`src/rtl/cdc_pkg.sv`:
```
// ----------------------------------------------------------------------------
// cdc_pkg
// Shared constants and helpers for the CDC block family.
//   CDC_WIDTH / CDC_FILT_LEN / CDC_CNT_W : default block parameters
//   popcount()                           : number of set bits in a vector of
//                                          up to POP_MAX_W bits
// ----------------------------------------------------------------------------
package cdc_pkg;

    localparam int unsigned CDC_WIDTH    = 8;
    localparam int unsigned CDC_FILT_LEN = 3;
    localparam int unsigned CDC_CNT_W    = 8;

    // Widest vector popcount() accepts. Callers zero-extend narrower vectors.
    localparam int unsigned POP_MAX_W = 64;
    localparam int unsigned POP_CNT_W = $clog2(POP_MAX_W + 1);

    function automatic logic [POP_CNT_W-1:0] popcount(input logic [POP_MAX_W-1:0] vec);
        logic [POP_CNT_W-1:0] total;
        total = '0;
        for (int unsigned i = 0; i < POP_MAX_W; i++) begin
            total = total + POP_CNT_W'(vec[i]);
        end
        return total;
    endfunction

endpackage

```
`src/rtl/cdc_sync_edge_filter_if.sv`:
```
// ----------------------------------------------------------------------------
// cdc_sync_edge_filter_if
// Signal bundle between the edge filter and its consumer.
//   sync_in     : synchronized bits from the 2-flop synchronizer
//   evt_ack     : write-1-clear for evt_pending
//   cnt_clr     : synchronous clear of evt_count / cnt_sat
//   level_out   : filtered level
//   rise_pulse  : one-cycle pulse on filtered 0->1
//   fall_pulse  : one-cycle pulse on filtered 1->0
//   evt_pending : sticky per-bit edge flags
//   evt_count   : saturating total of filtered edges
//   cnt_sat     : sticky saturation flag
// master = consumer side, slave = the filter block.
// ----------------------------------------------------------------------------
interface cdc_sync_edge_filter_if
    import cdc_pkg::*;
#(
    parameter int unsigned WIDTH = CDC_WIDTH,
    parameter int unsigned CNT_W = CDC_CNT_W
) ();

    logic [WIDTH-1:0] sync_in;
    logic [WIDTH-1:0] evt_ack;
    logic             cnt_clr;
    logic [WIDTH-1:0] level_out;
    logic [WIDTH-1:0] rise_pulse;
    logic [WIDTH-1:0] fall_pulse;
    logic [WIDTH-1:0] evt_pending;
    logic [CNT_W-1:0] evt_count;
    logic             cnt_sat;

    modport master (
        output sync_in, evt_ack, cnt_clr,
        input  level_out, rise_pulse, fall_pulse, evt_pending, evt_count, cnt_sat
    );

    modport slave (
        input  sync_in, evt_ack, cnt_clr,
        output level_out, rise_pulse, fall_pulse, evt_pending, evt_count, cnt_sat
    );

endinterface

```
`src/rtl/cdc_glitch_filter.sv`:
```
// ----------------------------------------------------------------------------
// cdc_glitch_filter
// One-bit glitch filter. A new level is accepted only after FILT_LEN
// consecutive samples that differ from the current filtered level.
//   slow_clk  : clock
//   reset_n   : asynchronous active-low reset
//   sample    : synchronized input bit
//   level     : filtered level (registered)
//   rise      : one-cycle pulse on filtered 0->1 (registered)
//   fall      : one-cycle pulse on filtered 1->0 (registered)
//   edge_next : combinational; level flips on the coming edge
// ----------------------------------------------------------------------------
module cdc_glitch_filter
    import cdc_pkg::*;
#(
    parameter int unsigned FILT_LEN = CDC_FILT_LEN
) (
    input  logic slow_clk,
    input  logic reset_n,
    input  logic sample,
    output logic level,
    output logic rise,
    output logic fall,
    output logic edge_next
);

    localparam int unsigned RUN_W = $clog2(FILT_LEN + 1);

    logic [RUN_W-1:0] run_cnt;
    logic             differs;

    // The FILT_LEN-th differing sample is the one taken while the counter
    // already holds FILT_LEN-1; with FILT_LEN=1 every differing sample flips.
    always_comb begin
        differs   = sample ^ level;
        edge_next = differs && (run_cnt == RUN_W'(FILT_LEN - 1));
    end

    always_ff @(posedge slow_clk or negedge reset_n) begin
        if (!reset_n) begin
            run_cnt <= '0;
            level   <= 1'b0;
            rise    <= 1'b0;
            fall    <= 1'b0;
        end else if (!differs) begin
            run_cnt <= '0;
            rise    <= 1'b0;
            fall    <= 1'b0;
        end else if (edge_next) begin
            run_cnt <= '0;
            level   <= ~level;
            rise    <= ~level;
            fall    <= level;
        end else begin
            run_cnt <= run_cnt + 1'b1;
            rise    <= 1'b0;
            fall    <= 1'b0;
        end
    end

endmodule

```
`src/rtl/cdc_sync_edge_filter.sv`:
```
// ----------------------------------------------------------------------------
// cdc_sync_edge_filter
// Slow-domain consumer of a multi-bit synchronizer: per-bit glitch filter,
// rise/fall pulses, sticky per-bit event flags and a saturating edge counter.
//   slow_clk : sole clock
//   reset_n  : asynchronous active-low reset
//   sif      : slave side of cdc_sync_edge_filter_if (inputs sync_in,
//              evt_ack, cnt_clr; outputs level_out, rise_pulse, fall_pulse,
//              evt_pending, evt_count, cnt_sat)
// WIDTH must not exceed cdc_pkg::POP_MAX_W.
// ----------------------------------------------------------------------------
module cdc_sync_edge_filter
    import cdc_pkg::*;
#(
    parameter int unsigned WIDTH    = CDC_WIDTH,
    parameter int unsigned FILT_LEN = CDC_FILT_LEN,
    parameter int unsigned CNT_W    = CDC_CNT_W
) (
    input logic                    slow_clk,
    input logic                    reset_n,
    cdc_sync_edge_filter_if.slave  sif
);

    localparam logic [CNT_W:0] CNT_MAX = {1'b0, {CNT_W{1'b1}}};

    logic [WIDTH-1:0]     level_vec;
    logic [WIDTH-1:0]     rise_vec;
    logic [WIDTH-1:0]     fall_vec;
    logic [WIDTH-1:0]     edge_vec;
    logic [WIDTH-1:0]     rise_next;
    logic [WIDTH-1:0]     fall_next;
    logic [WIDTH-1:0]     pending_q;
    logic [WIDTH-1:0]     pending_next;
    logic [POP_CNT_W-1:0] edge_pop;
    logic [CNT_W-1:0]     count_q;
    logic [CNT_W-1:0]     count_base;
    logic [CNT_W:0]       count_sum;
    logic [CNT_W-1:0]     count_next;
    logic                 sat_q;
    logic                 sat_hit;
    logic                 sat_next;

    for (genvar i = 0; i < WIDTH; i++) begin : g_filt
        cdc_glitch_filter #(
            .FILT_LEN (FILT_LEN)
        ) u_filt (
            .slow_clk  (slow_clk),
            .reset_n   (reset_n),
            .sample    (sif.sync_in[i]),
            .level     (level_vec[i]),
            .rise      (rise_vec[i]),
            .fall      (fall_vec[i]),
            .edge_next (edge_vec[i])
        );
    end

    always_comb begin
        rise_next    = edge_vec & ~level_vec;
        fall_next    = edge_vec & level_vec;
        // A new edge wins over a same-cycle acknowledge.
        pending_next = (pending_q & ~sif.evt_ack) | rise_next | fall_next;

        // Clear happens before this cycle's edges are added.
        edge_pop   = popcount(POP_MAX_W'(edge_vec));
        count_base = sif.cnt_clr ? '0 : count_q;
        count_sum  = {1'b0, count_base} + (CNT_W + 1)'(edge_pop);
        sat_hit    = (count_sum >= CNT_MAX);
        count_next = sat_hit ? CNT_MAX[CNT_W-1:0] : count_sum[CNT_W-1:0];
        sat_next   = (sif.cnt_clr ? 1'b0 : sat_q) | sat_hit;
    end

    always_ff @(posedge slow_clk or negedge reset_n) begin
        if (!reset_n) begin
            pending_q <= '0;
            count_q   <= '0;
            sat_q     <= 1'b0;
        end else begin
            pending_q <= pending_next;
            count_q   <= count_next;
            sat_q     <= sat_next;
        end
    end

    assign sif.level_out   = level_vec;
    assign sif.rise_pulse  = rise_vec;
    assign sif.fall_pulse  = fall_vec;
    assign sif.evt_pending = pending_q;
    assign sif.evt_count   = count_q;
    assign sif.cnt_sat     = sat_q;

endmodule

```
`src/flat_wrapper.sv`:
```
// flat-port wrapper written by rule: the top's interface ports become plain ports
module cdc_sync_edge_filter_flat import cdc_pkg::*;
#(
    parameter int unsigned WIDTH    = CDC_WIDTH,
    parameter int unsigned FILT_LEN = CDC_FILT_LEN,
    parameter int unsigned CNT_W    = CDC_CNT_W
)
  (slow_clk, reset_n, sif_sync_in, sif_evt_ack, sif_cnt_clr, sif_level_out, sif_rise_pulse, sif_fall_pulse, sif_evt_pending, sif_evt_count, sif_cnt_sat);
  cdc_sync_edge_filter_if #(.WIDTH(WIDTH), .CNT_W(CNT_W)) sif_i ();
  input logic slow_clk;
  input logic reset_n;
  input wire logic [$bits(sif_i.sync_in)-1:0] sif_sync_in;
  input wire logic [$bits(sif_i.evt_ack)-1:0] sif_evt_ack;
  input wire logic [$bits(sif_i.cnt_clr)-1:0] sif_cnt_clr;
  output wire logic [$bits(sif_i.level_out)-1:0] sif_level_out;
  output wire logic [$bits(sif_i.rise_pulse)-1:0] sif_rise_pulse;
  output wire logic [$bits(sif_i.fall_pulse)-1:0] sif_fall_pulse;
  output wire logic [$bits(sif_i.evt_pending)-1:0] sif_evt_pending;
  output wire logic [$bits(sif_i.evt_count)-1:0] sif_evt_count;
  output wire logic [$bits(sif_i.cnt_sat)-1:0] sif_cnt_sat;
  assign sif_i.sync_in = sif_sync_in;
  assign sif_i.evt_ack = sif_evt_ack;
  assign sif_i.cnt_clr = sif_cnt_clr;
  assign sif_level_out = sif_i.level_out;
  assign sif_rise_pulse = sif_i.rise_pulse;
  assign sif_fall_pulse = sif_i.fall_pulse;
  assign sif_evt_pending = sif_i.evt_pending;
  assign sif_evt_count = sif_i.evt_count;
  assign sif_cnt_sat = sif_i.cnt_sat;
  cdc_sync_edge_filter #(.WIDTH(WIDTH), .FILT_LEN(FILT_LEN), .CNT_W(CNT_W)) u_core (.slow_clk(slow_clk), .reset_n(reset_n), .sif(sif_i));
endmodule
```
`config.mk`:
```
export PLATFORM = sky130hd
export DESIGN_NAME = cdc_sync_edge_filter_flat
export DESIGN_NICKNAME = d
export VERILOG_FILES = /design/src/rtl/cdc_pkg.sv /design/src/rtl/cdc_sync_edge_filter_if.sv /design/src/rtl/cdc_glitch_filter.sv /design/src/rtl/cdc_sync_edge_filter.sv /design/src/flat_wrapper.sv
export SDC_FILE = /design/constraint.sdc
export NUM_CORES = 1
export LEC_CHECK = 0
export BUFFER_PORTS_ARGS = -buffer_cell sky130_fd_sc_hd__buf_2
export CORE_UTILIZATION = 57
export CTS_CLUSTER_SIZE = 12
export DETAILED_ROUTE_END_ITERATION = 8
export GPL_ROUTABILITY_DRIVEN = 0
export GPL_TIMING_DRIVEN = 0
export PLACE_DENSITY_LB_ADDON = 0.08
export SETUP_SLACK_MARGIN = 0.05
export SLEW_MARGIN = 0
export SYNTH_ARGS = -nofsm -noshare
export SYNTH_HDL_FRONTEND = slang
export SYNTH_HIERARCHICAL = 1
export SYNTH_SLANG_ARGS = --single-unit
```
`constraint.sdc`:
```
create_clock -name slow_clk -period 7.9 [get_ports slow_clk]
set_input_delay 1.185 -clock slow_clk [delete_from_list [all_inputs] [get_ports slow_clk]]
set_output_delay 1.185 -clock slow_clk [all_outputs]
set_load 0.05 [all_outputs]
```
Word-level counts from Yosys, hierarchy flattened
Cells that the tools add are included.
{"block": "word_totals", "register_bits": 57, "latch_bits": 0, "romBits": 0, "ramBits": 0, "memories": 0, "inputBits": 19, "out_inout_bits": 41}
{"block": "op_classes", "addsub": 16, "shifts": 0, "bitwise": 24, "mul": 0, "n_mux": 51, "n_div": 0, "reduce_logical": 16, "order_cmp": 1, "n_eq_ne": 8}
{"operator": "$add 7x1->7", "count": 6}
{"operator": "$mux 1", "count": 33}
{"operator": "$mux 2", "count": 16}
{"operator": "$and 8x8->8", "count": 3}
{"operator": "$add 2x1->2 const B", "count": 8}
{"operator": "$eq 2x2->1 const B", "count": 8}
{"operator": "$mux 8", "count": 2}
{"operator": "$not 8->8", "count": 2}
{"operator": "$or 8x8->8", "count": 2}
{"operator": "$reduce_and 2->1", "count": 8}
{"operator": "$add 8x7->9", "count": 1}
{"operator": "$ge 9x8->1 const B", "count": 1}
{"operator": "$logic_and 1x1->1", "count": 8}
{"operator": "$not 1->1", "count": 8}
{"operator": "$xor 1x1->1", "count": 8}
{"operator": "$add 1x1->2", "count": 1}
{"operator": "$or 1x1->1", "count": 1}

Longest topological paths before layout
Gate-level depths: netlist of the first run.
{"block": "depth", "word_depth": 12, "mapped_depth": 14, "ltp_nobuf": 14}

By module
The synthesis of the first run kept the hierarchy.
{"mod": "cdc_glitch_filter", "cells_per_inst": 13, "area_each_um2": 198.9, "instances": 8, "seq_area_each_um2": 125.1}
{"mod": "cdc_sync_edge_filter", "cells_per_inst": 98, "area_each_um2": 1032.2, "instances": 1, "seq_area_each_um2": 425.4}

Worst setup path after synthesis of the first run
OpenSTA, ideal clock, no wires.
{"block": "synth_path", "path_kind": "input port to flip-flop", "from": "in sif_sync_in[0]", "to": "reg u_core.sat_q, in the netlist u_core/sif.cnt_sat", "t_arrival_ns": 5.047, "path_stages": 13, "n_path_buf": 0, "setup_ns": 0.101, "required_time_ns": 7.799, "path_slack_ns": 2.753, "path_cell_list": "xnor2_1 nor2_1 fa_1 inv_1 fa_1 fa_1 fa_1 fa_1 xor2_1 or4b_4 nor4b_2 o211ai_1 o311ai_2"}
{"block": "synth_via", "elab_chain_cells": 12}
{"element": "start: declaration", "line": "flat_wrapper.sv:12", "rtl": "input wire logic [$bits(sif_i.sync_in)-1:0] sif_sync_in;"}
{"element": "$xor 1x1->1", "line": "cdc_glitch_filter.sv:35", "rtl": "differs = sample ^ level;"}
{"element": "$logic_and 1x1->1", "line": "cdc_glitch_filter.sv:36", "rtl": "edge_next = differs && (run_cnt == RUN_W'(FILT_LEN - 1));"}
{"element": "named net u_core.edge_vec[0]", "line": "cdc_sync_edge_filter.sv:29", "rtl": "logic [WIDTH-1:0] edge_vec;"}
{"element": "$add 1x1->2", "line": "cdc_pkg.sv:22", "rtl": "total = total + POP_CNT_W'(vec[i]);"}
{"element": "$add 7x1->7 (6 in a row)", "line": "cdc_pkg.sv:22"}
{"element": "$add 8x7->9", "line": "cdc_sync_edge_filter.sv:66", "rtl": "count_sum = {1'b0, count_base} + (CNT_W + 1)'(edge_pop);"}
{"element": "$ge 9x8->1", "line": "cdc_sync_edge_filter.sv:67", "rtl": "sat_hit = (count_sum >= CNT_MAX);"}
{"element": "$or 1x1->1", "line": "cdc_sync_edge_filter.sv:69", "rtl": "sat_next = (sif.cnt_clr ? 1'b0 : sat_q) | sat_hit;"}
{"element": "named net u_core.sat_next", "line": "cdc_sync_edge_filter.sv:41", "rtl": "logic sat_next;"}
{"element": "end signal: assignment", "line": "cdc_sync_edge_filter.sv:80", "rtl": "sat_q <= sat_next;"}
{"element": "end: declaration", "line": "cdc_sync_edge_filter.sv:39", "rtl": "logic sat_q;"}
The timed path passes the listed nets, and every way through them passes these cells.
A chain may end at the register's enable or synchronous reset.

Worst setup path after layout of the first run
Ends and elaborated chain as after synthesis.

==> results of run 1 <==
[state kept, by name (all words and copies together) (netlist names)]
name and flops:
u_core/g_filt.u_filt/run_cnt 16, u_core/g_filt.u_filt/fall 8, u_core/g_filt.u_filt/level 8, u_core/g_filt.u_filt/rise 8, u_core/sif.evt_count 8, u_core/sif.evt_pending 8, u_core/sif.cnt_sat 1
[power groups by stage]
stage                     combinational (mW)  clock [mW]  sequential (mW)
after global placement                 0.500           0            0.456
after detailed placement               0.508           0            0.461
after CTS                              0.511       0.250            0.457
after global routing                   0.543       0.261            0.470
final                                  0.505       0.245            0.456
after floorplan                        0.222           0            0.635
[cells in the final DEF (no fill, tap or decap), drive strengths merged, types with 2 or more instances in the layout]
cell type  Yosys  final
xnor2         10     10
nor2          10     10
buf            1     60
nor3b         24     24
nand2b        10     10
nor3           9      9
nor2b          5      5
mux2           8      8
o211ai         2      2
clkinv         0      3
inv           19     19
dfrtp         57     57
ha             6      6
o21ai          8      8
clkbuf         0     12
fa             5      5
a21oi          4      4
a21o           3      3
nand2          7      7
and2b          2      2
[final timing paths]
kind	start	end	slack (ns)	cells past startpoint
min in group asynchronous	reset_n	u_core/g_filt[4].u_filt/rise	0.90	1
min reg2reg	u_core/g_filt[5].u_filt/run_cnt[0]	u_core/g_filt[5].u_filt/run_cnt[0]	0.45	1
min	u_core/g_filt[5].u_filt/run_cnt[0]	u_core/g_filt[5].u_filt/run_cnt[0]	0.45	1
max reg2reg	u_core/g_filt[0].u_filt/level	u_core/sif.cnt_sat	3.17	13
max in group asynchronous	reset_n	u_core/sif.evt_pending[3]	6.54	1
max	sif_sync_in[0]	u_core/sif.cnt_sat	2.65	14
[final cells by class]
cell class	count	share of cell area
multi-input cells	125	0.353
inverters	19	0.0225
well taps	52	0.0205
plain buffers	1	0.00237
clock buffers	12	0.0522
flip-flops and latches	57	0.450
clock inverters	3	0.00474
repair buffers	59	0.0940
[per-stage QoR]
step | area [um2] | setup slack, ns | hold slack [ns] | instances
after floorplan | 2620 | 2.75 | 0.426 | 202
after global placement | 2980 | 2.34 | 0.436 | 313
after detailed placement | 2980 | 2.30 | 0.443 | 313
after CTS | 3160 | 2.64 | 0.452 | 328
after global routing | 3170 | 2.46 | 0.463 | 328
final | 3170 | 2.65 | 0.450 | 328
[metal layers]
layer	GRT usage	vias to the layer above	share of wire
met3	0.0436	10	0.037
li1	-	822	-
met5	0	-	0
met1	0.263	788	0.48
met2	0.304	39	0.46
met4	0.133	0	0.027
[critical path, stage by stage]
cell      delay [ns]
buf_2           0.12
xnor2_1         0.29
nor2_1          0.15
fa_1            0.55
inv_1           0.05
fa_1            0.54
fa_1            0.43
fa_1            0.42
fa_1            0.43
xor2_1          0.18
or4b_4          0.55
nor4b_2         0.22
o211ai_1        0.14
o311ai_2        0.23
[cells in the mapped netlist (all sizes together), types with 2 or more instances]
cell type | number | area share
nor3b | 24 | 0.084
a21o | 3 | 0.0086
o211ai | 2 | 0.0057
nor2b | 5 | 0.012
o21ai | 8 | 0.017
nor3 | 9 | 0.017
ha | 6 | 0.029
fa | 5 | 0.038
nand2 | 7 | 0.011
dfrtp | 57 | 0.54
nor2 | 10 | 0.014
xnor2 | 10 | 0.033
mux2 | 8 | 0.046
a21oi | 4 | 0.0076
nand2b | 10 | 0.048
inv | 19 | 0.027
and2b | 2 | 0.0062
[cell families after synthesis]
family,after synthesis,share of synthesized area
and+or+nand+nor,73,0.217
AOI/OAI and AO/OA,21,0.0563
adders and majority gates,11,0.0668
DFF,57,0.544
xor gates and xnor gates,11,0.0367
muxes,9,0.0496
buffers and inverters,20,0.0300
==> impl_metrics.ini, run 1 <==
[power]
vdd_drop_max_mv = 0.218
pwr-share-clk = 0.203
totalPowerFinal_mw = 1.21
p_sw_uw = 505
p_leak_nw = 1.66
p_comb_frac = 0.419
p_int_uw = 701
pwr-share-seq = 0.378
sw_frac_of_total = 0.419
power_density_nw_per_um2 = 381

[run]
cap_violations = 0

[cells_and_area]
regArea_um2 = 1430
utilization = 0.722
drive_gt1_frac = 0.395
multi_input_comb_area_um2 = 1120
antenna_cells = 0
syn_to_final_growth_pct = 20.7
fin_nets = 302
fill_cells = 322

[detailed_routing]
wl_per_cell_um = 13.4
vias = 1659
drt_iter0_drc = 63
postRouteAntennaNets = 0
drt-total-wl_um = 4400
vias_per_cell = 5.06
first_pass_iters = 4
drc = 0

[grt]
grt_max_degree = 58
first_global_vias = 1665
grt_pass1_wl_um = 7420
grt_overflow_total = 0
antenna_found_initial = 0
track_usage = 0.202

[sta]
finalCritPeriodShare = 0.664
hold_viol_final = 0
clock_skew_ns = 0.00361
tns_ns = 0
setup_viol = 0
drv_slew = 0
min_period_ns = 5.25
worst_slew_pin_slew_ns = 0.699
relSlewSlack = 0.534
rsz0062_at_grt = false
timing.fmax_mhz = 191

[synthesis]
synth-edff-count = 0
synth-seq-cells = 57
syn-cell-area_um2 = 2620
synth_fp_nets = 232
ys_types = 37
ys_seq_area_frac = 0.544
synth_ff_type = dfrtp_1
avgSynthCellArea_um2 = 13.0
syn_inst = 202
yosysWarnings = 6
async_reset_ff_frac = 1.00

[floorplan]
io_pins = 60
core_um2 = 4380
die_y_um = 69.8
fp-row-count = 24
die_area_um2 = 4880
initial_core_util = 0.598
die_w_um = 69.8

[cts]
cts_htree_levels = 3
postCtsSetupBuffers = 0
cts.sinks = 57
clk_pin_slew_worst_paths_ns = 0.06
numCtsBuffers = 9
ctsHoldBuffers = 0
postCtsResizedCells = 0
clock_path_buffers = 2
cts_root_buf = clkbuf_8
cts_tree = built
worstSkewPairLatency_ns = 0.33

[setup_path]
start_kind = input port
crit_arrival_ns = 5.48
end_kind = flop
critPathKind = in2reg
cp_max_fo = 4
crit_required_ns = 8.13

[status]
status = completed

[hold_path]
worstHoldPathType = reg2reg

[place]
dp_hpwl_um = 3080
numPortBuffers = 59
(Power assumes the default switching activity.)
==> run 2: changes to the inputs <==
- CORE_UTILIZATION: 57 -> 53
- clock period: 7.9 -> 5.32 ns (I/O delays scaled with it)
==> impl_metrics.ini, run 2 (synthesis gave the netlist of run 1 again) <==
[detailed_routing]
vias_per_cell = 4.90
vias = 1672
drc = 0
wl_per_cell_um = 12.4
first_pass_iters = 4
drt_iter0_drc = 61
postRouteAntennaNets = 0
drt-total-wl_um = 4230

[setup_path]
crit_buf_inv = 2
crit_family = adder cells
critPathKind = in2reg
critPathMaxStageDelay_ns = 0.56
r2r-end = u_core/sif.cnt_sat
cp_max_fo = 4
cp_common_cell = fa_1
crit_required_ns = 5.54
r2r_cells = 13
start_kind = input port
r2r_start = u_core/g_filt[0].u_filt/level
crit_arrival_ns = 5.15
timing.reg2reg.setup_slack_ns = 0.54
path_cells = buf_2, xnor2_1, nor2_1, fa_1, inv_1, fa_1, fa_1, fa_1, fa_1, xor2_1, or4b_4, nor4b_2, o211ai_1, o311ai_2
end_kind = flop
cp_slowest_cell = fa_1

[grt]
first_global_vias = 1555
antenna_found_initial = 0
grt_overflow_total = 0
grt_max_degree = 58
busiest_layer = met2
use_met2 = 0.261
grt_pass1_wl_um = 7010
use_met1 = 0.246
track_usage = 0.183
met3_usage = 0.0458

[cts]
postCtsResizedCells = 0
postCtsSetupBuffers = 0
cts.sinks = 57
clk_pin_slew_worst_paths_ns = 0.06
worstSkewPairLatency_ns = 0.32
cts_tree = built
ctsHoldBuffers = 0
numCtsBuffers = 9
cts_root_buf = clkbuf_8
cts_htree_levels = 3
clock_path_buffers = 2

[cells_and_area]
drive_gt1_frac = 0.387
mostFrequentLayoutCells = 58 x buf_2, 57 x dfrtp_1, 19 x inv_1, 16 x nor3b_1, 12 x clkbuf_8
largest_register = u_core/g_filt.u_filt/run_cnt
utilization = 0.668
layout_commonest_cell = buf_2
largest_register_ffs = 16
syn_to_final_growth_pct = 21.0
fin_nets = 302
antenna_cells = 0

[floorplan]
io_pins = 60
die_w_um = 72.4
core_um2 = 4750
fp-row-count = 25
die_y_um = 72.4
die_area_um2 = 5240
initial_core_util = 0.552

[sta]
relSlewSlack = 0.542
tns_ns = 0
clock_skew_ns = 0.00405
rsz0062_at_grt = false
finalCritPeriodShare = 0.925
hold_viol_final = 0
setup_viol = 0
worst_slew_pin_slew_ns = 0.688
timing.fmax_mhz = 203
drv_slew = 0
min_period_ns = 4.92

[power]
p_leak_nw = 1.65
power_density_nw_per_um2 = 559
vdd_drop_max_mv = 0.331

[place]
numPortBuffers = 59
dp_hpwl_um = 2960

[run]
cap_violations = 0

[hold_path]
min_from = u_core/g_filt[2].u_filt/run_cnt[0]
worstHoldPathType = reg2reg
min_path_cells = 1
hold_end = u_core/g_filt[2].u_filt/run_cnt[0]

[status]
status = completed
-- run 2: worst reg2reg max path, stage by stage (launching register included) --
cell	delay (ns)
dfrtp_1	0.42
xnor2_1	0.32
nor2_1	0.15
fa_1	0.56
inv_1	0.06
fa_1	0.54
fa_1	0.44
fa_1	0.43
fa_1	0.43
xor2_1	0.18
or4b_4	0.55
nor4b_2	0.24
o211ai_1	0.13
o311ai_2	0.23
-- run 2: metrics by stage --
step / setup slack (ns) / power [mW] / instances / area [um2] / hold WS [ns]
floorplan: 0.560 / 1.27 / 202 / 2620 / 0.426
global placement: 0.150 / 1.42 / 328 / 3000 / 0.435
detailed placement: 0.0932 / 1.44 / 328 / 3000 / 0.446
CTS: 0.418 / 1.80 / 341 / 3170 / 0.454
global route: 0.194 / 1.89 / 341 / 3170 / 0.466
finish: 0.397 / 1.78 / 341 / 3170 / 0.451
-- run 2: cell type report --
class / count / area [um2]
Timing Repair Buffer: 59 / 298
Multi-Input combinational cell: 125 / 1120
Inverter: 19 / 71.3
Tap cell: 67 / 83.8
Sequential cell: 57 / 1430
Fill cell: 405 / 1580
Clock buffer: 13 / 169
Buffer: 1 / 7.51
-- run 2: power breakdown --
| part | switching, mW | internal (mW) | total (mW) |
|---|---|---|---|
| clock network | 0.148 | 0.199 | 0.347 |
| registers | 0.113 | 0.565 | 0.677 |
| logic | 0.475 | 0.276 | 0.751 |
| total | 0.735 | 1.04 | 1.78 |
-- run 2: how the worst max path moves through the flow --
stage / start / end / depth (start not counted)
4_1_cts: sif_sync_in[0] / u_core/sif.cnt_sat / 14
3_5_place_dp: sif_sync_in[0] / u_core/sif.cnt_sat / 14
5_1_grt: sif_sync_in[0] / u_core/sif.cnt_sat / 14
6_report: sif_sync_in[0] / u_core/sif.cnt_sat / 14
3_3_place_gp: sif_sync_in[0] / u_core/sif.cnt_sat / 14
2_1_floorplan: sif_sync_in[0] / u_core/sif.cnt_sat / 13
-- run 2: metal layers --
layer,share of wire,vias to the layer above,wire length [um]
li1,-,827,-
met1,0.49,796,2060
met2,0.45,39,1920
met3,0.037,10,158
met4,0.022,0,93
met5,0,-,0
